`config.mk`:
```
export PLATFORM = sky130hd
export DESIGN_NAME = rx78_cart_loader_flat
export DESIGN_NICKNAME = d
export VERILOG_FILES = /design/src/rtl/rx78_pkg.sv /design/src/rtl/rx78_cart_loader_if.sv /design/src/rtl/rx78_edge_det.sv /design/src/rtl/rx78_cart_loader.sv /design/src/flat_wrapper.sv
export SDC_FILE = /design/constraint.sdc
export NUM_CORES = 1
export LEC_CHECK = 0
export ABC_AREA = 1
export BUFFER_PORTS_ARGS = -buffer_cell sky130_fd_sc_hd__buf_2
export CAP_MARGIN = 25
export CORE_ASPECT_RATIO = 1.2
export CORE_MARGIN = 3
export CORE_UTILIZATION = 30
export CTS_CLUSTER_SIZE = 12
export DETAILED_ROUTE_END_ITERATION = 16
export PLACE_DENSITY = 0.61
export SETUP_SLACK_MARGIN = 0.4
export SLEW_MARGIN = 40
export SYNTH_ARGS = -nofsm -noshare
export SYNTH_HDL_FRONTEND = slang
export SYNTH_SLANG_ARGS = --single-unit
```
`constraint.sdc`:
```
create_clock -name clk -period 5.4 [get_ports clk]
set_input_delay 0.54 -clock clk [delete_from_list [all_inputs] [get_ports clk]]
set_output_delay 0.54 -clock clk [all_outputs]
set_load 0.1 [all_outputs]
```
`src/rtl/rx78_pkg.sv`:
```
// Shared definitions for the rx78 cartridge download path.
package rx78_pkg;

    localparam int unsigned CART_AW_DEF   = 15;
    localparam logic [7:0]  CART_PAD_BYTE = 8'hFF;

    typedef enum logic [1:0] {
        IDLE = 2'd0,
        LOAD = 2'd1,
        PAD  = 2'd2,
        DONE = 2'd3
    } cart_state_t;

endpackage

```
`src/rtl/rx78_cart_loader_if.sv`:
```
// HPS download bus plus cartridge ROM write port of the rx78 cart loader.
// slave: the loader side; master: the HPS / ROM side.
interface rx78_cart_loader_if #(
    parameter int unsigned CART_AW = 15
);
    logic               ioctl_download;
    logic [7:0]         ioctl_index;
    logic               ioctl_wr;
    logic [24:0]        ioctl_addr;
    logic [7:0]         ioctl_dout;

    logic [CART_AW-1:0] cart_addr;
    logic [7:0]         cart_data;
    logic               cart_we;
    logic [CART_AW:0]   cart_size;
    logic               cart_valid;
    logic               overflow;
    logic               busy;

    modport slave (
        input  ioctl_download, ioctl_index, ioctl_wr, ioctl_addr, ioctl_dout,
        output cart_addr, cart_data, cart_we, cart_size, cart_valid, overflow, busy
    );

    modport master (
        output ioctl_download, ioctl_index, ioctl_wr, ioctl_addr, ioctl_dout,
        input  cart_addr, cart_data, cart_we, cart_size, cart_valid, overflow, busy
    );
endinterface

```
`src/rtl/rx78_edge_det.sv`:
```
// Registered rise/fall detector: edges are reported in the cycle the input
// differs from its registered copy.
module rx78_edge_det (
    input  logic clk,
    input  logic reset,
    input  logic i_d,
    output logic o_rise,
    output logic o_fall
);
    logic r_prev;

    // Registered copy of the input.
    always_ff @(posedge clk) begin
        if (reset) r_prev <= 1'b0;
        else       r_prev <= i_d;
    end

    assign o_rise = i_d & ~r_prev;
    assign o_fall = ~i_d & r_prev;
endmodule

```
`src/rtl/rx78_cart_loader.sv`:
```
// Cartridge download stage: HPS bytes -> registered cartridge ROM write port,
// image size / overflow tracking and busy flag for the core reset.
// Optional feature macro: CART_RX78_PAD_EN (pad unused ROM tail with 0xFF).
module rx78_cart_loader
    import rx78_pkg::*;
#(
    parameter int unsigned CART_AW    = CART_AW_DEF,
    parameter logic [7:0]  CART_INDEX = 8'd1
) (
    input logic               clk,
    input logic               reset,
    rx78_cart_loader_if.slave bus
);
    localparam logic [CART_AW:0] FULL = {1'b1, {CART_AW{1'b0}}};

    cart_state_t        r_state, w_state_nxt;
    logic [CART_AW-1:0] r_addr, w_addr;
    logic [7:0]         r_data, w_data;
    logic               r_we, w_we;
    logic [CART_AW:0]   r_size, w_size_nxt;
    logic               r_ovf, w_ovf_nxt;
    logic               r_valid, w_valid_nxt;

    logic               w_rise, w_fall;
    logic               w_sel, w_start, w_in_range;
    logic [CART_AW:0]   w_byte_end;

    rx78_edge_det u_dl_edge (
        .clk    (clk),
        .reset  (reset),
        .i_d    (bus.ioctl_download),
        .o_rise (w_rise),
        .o_fall (w_fall)
    );

    assign w_sel      = (bus.ioctl_index == CART_INDEX);
    assign w_start    = bus.ioctl_download & w_sel;
    assign w_in_range = ~|bus.ioctl_addr[24:CART_AW];
    assign w_byte_end = {1'b0, bus.ioctl_addr[CART_AW-1:0]} + (CART_AW+1)'(1);

`ifdef CART_RX78_PAD_EN
    logic [CART_AW-1:0] r_pad_ptr, w_pad_ptr_nxt;
    logic               w_start_edge;
    assign w_start_edge = w_rise & w_sel;
`else
    logic w_unused_rise;
    assign w_unused_rise = w_rise;
`endif

    // Next state, write port and counter updates.
    always_comb begin
        w_state_nxt = r_state;
        w_we        = 1'b0;
        w_addr      = r_addr;
        w_data      = r_data;
        w_size_nxt  = r_size;
        w_ovf_nxt   = r_ovf;
`ifdef CART_RX78_PAD_EN
        w_pad_ptr_nxt = r_pad_ptr;
`endif
        case (r_state)
            IDLE, DONE: begin
                if (w_start) begin
                    w_state_nxt = LOAD;
                    w_size_nxt  = '0;
                    w_ovf_nxt   = 1'b0;
                end
            end
            LOAD: begin
                // A byte coincident with the download falling is still taken.
                if (bus.ioctl_wr) begin
                    if (w_in_range) begin
                        w_we   = 1'b1;
                        w_addr = bus.ioctl_addr[CART_AW-1:0];
                        w_data = bus.ioctl_dout;
                        if (w_byte_end > r_size) w_size_nxt = w_byte_end;
                    end else begin
                        w_ovf_nxt  = 1'b1;
                        w_size_nxt = FULL;
                    end
                end
                if (w_fall) begin
`ifdef CART_RX78_PAD_EN
                    // A full image skips PAD so cart_valid timing matches the no-pad case.
                    if (w_size_nxt == FULL) begin
                        w_state_nxt = DONE;
                    end else begin
                        w_state_nxt   = PAD;
                        w_pad_ptr_nxt = w_size_nxt[CART_AW-1:0];
                    end
`else
                    w_state_nxt = DONE;
`endif
                end
            end
`ifdef CART_RX78_PAD_EN
            PAD: begin
                if (w_start_edge) begin
                    w_state_nxt = LOAD;
                    w_size_nxt  = '0;
                    w_ovf_nxt   = 1'b0;
                end else begin
                    w_we          = 1'b1;
                    w_addr        = r_pad_ptr;
                    w_data        = CART_PAD_BYTE;
                    w_pad_ptr_nxt = r_pad_ptr + CART_AW'(1);
                    if (&r_pad_ptr) w_state_nxt = DONE;
                end
            end
`endif
            default: w_state_nxt = IDLE;
        endcase
    end

    assign w_valid_nxt = (r_state == DONE) & ~w_start;

    // State, registered write port and status registers.
    always_ff @(posedge clk) begin
        if (reset) begin
            r_state <= IDLE;
            r_addr  <= '0;
            r_data  <= '0;
            r_we    <= 1'b0;
            r_size  <= '0;
            r_ovf   <= 1'b0;
            r_valid <= 1'b0;
        end else begin
            r_state <= w_state_nxt;
            r_addr  <= w_addr;
            r_data  <= w_data;
            r_we    <= w_we;
            r_size  <= w_size_nxt;
            r_ovf   <= w_ovf_nxt;
            r_valid <= w_valid_nxt;
        end
    end

`ifdef CART_RX78_PAD_EN
    // Pad pointer.
    always_ff @(posedge clk) begin
        if (reset) r_pad_ptr <= '0;
        else       r_pad_ptr <= w_pad_ptr_nxt;
    end
`endif

    assign bus.cart_addr  = r_addr;
    assign bus.cart_data  = r_data;
    assign bus.cart_we    = r_we;
    assign bus.cart_size  = r_size;
    assign bus.cart_valid = r_valid;
    assign bus.overflow   = r_ovf;
    assign bus.busy       = (r_state == LOAD) || (r_state == PAD);
endmodule

```
`src/flat_wrapper.sv`:
```
// flat-port wrapper written by rule: the top's interface ports become plain ports
module rx78_cart_loader_flat import rx78_pkg::*;
#(
    parameter int unsigned CART_AW    = CART_AW_DEF,
    parameter logic [7:0]  CART_INDEX = 8'd1
)
  (clk, reset, bus_ioctl_download, bus_ioctl_index, bus_ioctl_wr, bus_ioctl_addr, bus_ioctl_dout, bus_cart_addr, bus_cart_data, bus_cart_we, bus_cart_size, bus_cart_valid, bus_overflow, bus_busy);
  rx78_cart_loader_if #(.CART_AW(CART_AW)) bus_i ();
  input logic clk;
  input logic reset;
  input wire logic [$bits(bus_i.ioctl_download)-1:0] bus_ioctl_download;
  input wire logic [$bits(bus_i.ioctl_index)-1:0] bus_ioctl_index;
  input wire logic [$bits(bus_i.ioctl_wr)-1:0] bus_ioctl_wr;
  input wire logic [$bits(bus_i.ioctl_addr)-1:0] bus_ioctl_addr;
  input wire logic [$bits(bus_i.ioctl_dout)-1:0] bus_ioctl_dout;
  output wire logic [$bits(bus_i.cart_addr)-1:0] bus_cart_addr;
  output wire logic [$bits(bus_i.cart_data)-1:0] bus_cart_data;
  output wire logic [$bits(bus_i.cart_we)-1:0] bus_cart_we;
  output wire logic [$bits(bus_i.cart_size)-1:0] bus_cart_size;
  output wire logic [$bits(bus_i.cart_valid)-1:0] bus_cart_valid;
  output wire logic [$bits(bus_i.overflow)-1:0] bus_overflow;
  output wire logic [$bits(bus_i.busy)-1:0] bus_busy;
  assign bus_i.ioctl_download = bus_ioctl_download;
  assign bus_i.ioctl_index = bus_ioctl_index;
  assign bus_i.ioctl_wr = bus_ioctl_wr;
  assign bus_i.ioctl_addr = bus_ioctl_addr;
  assign bus_i.ioctl_dout = bus_ioctl_dout;
  assign bus_cart_addr = bus_i.cart_addr;
  assign bus_cart_data = bus_i.cart_data;
  assign bus_cart_we = bus_i.cart_we;
  assign bus_cart_size = bus_i.cart_size;
  assign bus_cart_valid = bus_i.cart_valid;
  assign bus_overflow = bus_i.overflow;
  assign bus_busy = bus_i.busy;
  rx78_cart_loader #(.CART_AW(CART_AW), .CART_INDEX(CART_INDEX)) u_core (.clk(clk), .reset(reset), .bus(bus_i));
endmodule
```
==> results.ini <==
[floorplanning]
rows=36
start_util_pct=31.7
ios=88
fp.dieH_um=109
die_w_um=91.9
coreArea_um2=8380
die-area_um2=10000

[global_routing]
grt_pass1_vias=2559
grtUsageMet2_pct=23.9
overflow=0
track_usage_pct=14.1
antenna_found_initial=0
met3_usage_pct=2.97
busiest_layer=met2
grt_pass1_wl_um=11800
met1_usage_pct=18.4
grt_max_degree=43

[critical_path]
crit_chain=buf_2 > ha_1 > nand3_1 > nor3_1 > xor2_1 > ha_1 > nand2_1 > nor2_1 > nand2_1 > inv_1 > nand2_1 > nand2_1 > nand2_4 > nand3_1 > nand2_1 > nor2_1
startpoint=bus_ioctl_addr[0]
cp_num_buf_inv=2
critical_path.max_fanout=17
critPathArrivalTime_ns=3.05
cp_top_family=simple AND/OR/NAND/NOR gates
crit_top_cell=nand2_1
crit_path_start_kind=primary input
reg2reg_slack_ns=3.16
path_depth=16
cp-end-kind=register
cp_slowest_cell=nand2_1
endpoint=u_core.bus.cart_size[15]
worstPathRequired_ns=5.59
r2r-end=u_core.bus.cart_addr[1]
criticalPathCategory=primary input to register
r2r-start=u_core.r_state[1]
cp_slowest_stage_delay_ns=0.33
r2r_cells=8

[sta]
fin_skew_ns=0.00502
layout_min_cycle_time_ns=2.86
fin_crit_sh_pct=52.9
setup_viol=0
hold_ws_ns=0.449
worst_slew_pin_slew_ns=0.799
rsz0062_at_grt=false
fmax_ghz=0.350
fin_tns_setup_ns=0
slew_headroom_pct=46.6
drv_slew=0
hold_viol=0

[synth]
synth.cell_area_um2=2660
ys_seq_elements=45
synth_compound_area_share_pct=10.7
muxShareOfSynthArea_pct=0
yosysMostFrequentCell=nand2_1
synthCells=384
synth_xor_area_share_pct=2.64
synth_fp_nets=449
synth-edff-count=0
yosys-top-cells-count=nand2_1, a21oi_1, dfxtp_1, nand3_1, inv_1
syn_area_per_cell_um2=6.91
yosysWarningCount=0
synthArstFlopShare_pct=0
synth_cell_types=24
synthFlopType=dfxtp_1
yosysSeqAreaShare_pct=33.9
synth_top_family_by_area=simple AND/OR/NAND/NOR gates
synth_top_cells_by_area=dfxtp_1, nand2_1, ha_1, a21oi_1, nand3_1
synthSimpleGateAreaFrac_pct=33.0
synth-adder-area-share_pct=9.43
synth_top_area_share_pct=33.9
synth_top_area_cell=dfxtp_1

[drt]
ant_nets=0
drc=0
wl_um=7180
dr.first_iter.drc_count=153
viasPerCell=4.71
firstDrtPassIters=5
num_vias=2711
wl_per_cell_um=12.5

[layout]
area_delta_synth_final_pct=23.4
nFillCells=946
drive_gt1_share_pct=23.2
regArea_um2=901
n_antenna_cell=0
multi_input_area_um2=1480
final_nets=526

[power_and_ir_drop]
peakVddDrop_mv=0.258
power_density_nw_per_um2=312
power.leakage_uw=0.00147

[clock_network]
ctsResizeCount=0
htreeDepth=2
numCtsBuffers=5
cts_hold_buf=0
clk_pin_slew_worst_paths_ns=0.08
clock_path_buffers=2
cts_root_buf=clkbuf_8
cts_sinks=45
cts_tree=built
post_cts.repair.setup_buffers=0
insertion_delay_ns=0.29

[run_status]
status=finished, final reports clean

[min_path]
hold_class=register to register

[placed_design]
io_buffers=87
globalplace.congestion=0.836
hpwl_um=5490

[run]
drv_cap=0

-- tightest hold or removal path, stage by stage, from the launching register on --
cell and delay [ns]:
dfxtp_1 0.31, inv_1 0.04, a21oi_1 0.05
-- logic make-up (layout without fill, tap and decap cells) --
family                     after synthesis  count (layout)
buffers and inverters                   63             141
and+or+nand+nor                        193             193
adders and majority gates               20              20
xor gates and xnor gates                 8               8
DFF                                     45              45
AOI/OAI and AO/OA                       55              55
-- flip-flops by register name, summed over array words and instances, names as in the netlist --
name	cells
u_core.bus.cart_size	16
u_core.bus.cart_addr	15
u_core.bus.cart_data	8
u_core.r_state	2
u_core.bus.cart_valid	1
u_core.bus.cart_we	1
u_core.bus.overflow	1
u_core.u_dl_edge.r_prev	1
-- worst min path at each step --
stage	endpoint	cells after the start	startpoint	slack, ns
after floorplan	u_core.r_state[1]	2	u_core.r_state[1]	0.47
after global placement	u_core.bus.overflow	2	u_core.bus.overflow	0.44
after detailed placement	u_core.bus.overflow	2	u_core.bus.overflow	0.44
after CTS	u_core.bus.overflow	2	u_core.bus.overflow	0.45
after global routing	u_core.bus.cart_data[3]	2	u_core.bus.cart_data[3]	0.48
final	u_core.bus.overflow	2	u_core.bus.overflow	0.45
-- final cells by class --
cell class                 instances  share of cell area [%]
tap                              114                    4.35
clock buffer                       7                    2.64
timing repair buffer              89                    14.4
sequential                        45                    27.5
multi-input combinational        276                    45.2
clock inverter                     1                   0.917
inverter                          44                    5.04
-- metrics by stage --
stage | power, µW | setup slack, ns | instance area, µm² | cells | utilization, %
2_1_floorplan | 716 | 2.95 | 2660 | 384 | -
3_3_place_gp | 760 | 2.28 | 3130 | 567 | 37.4
3_5_place_dp | 764 | 2.20 | 3130 | 567 | 37.4
4_1_cts | 1030 | 2.52 | 3250 | 575 | 38.8
5_1_grt | 1090 | 2.24 | 3280 | 576 | 39.1
6_report | 1020 | 2.54 | 3280 | 576 | 39.1
-- cells in the final DEF, fill, tap and decap left out, types with 3 or more instances in the layout --
cell type / n
buf_2: 87
inv_1: 44
a21oi_1: 48
nand2_1: 77
nand4_1: 18
ha_1: 20
nand2_2: 4
nand3_1: 45
nor2_1: 38
dfxtp_1: 45
o21ai_0: 4
nor2_2: 3
nor3_1: 3
clkbuf_8: 6
xor2_1: 6
-- layer usage --
layer  part of all wire, %  vias to the layer above
li1                      -                     1408
met1                    47                     1238
met2                    47                       59
met3                   4.5                        6
met4                   1.1                        0
met5                     0                        -
-- power by group --
group	switching, µW	leakage (µW)	internal, µW
registers	8.85	0.000363	346
logic	311	0.00104	91.3
clock network	113	0.0000585	151
total	432	0.00147	588
No activity file was read; power rests on OpenSTA's default activity.
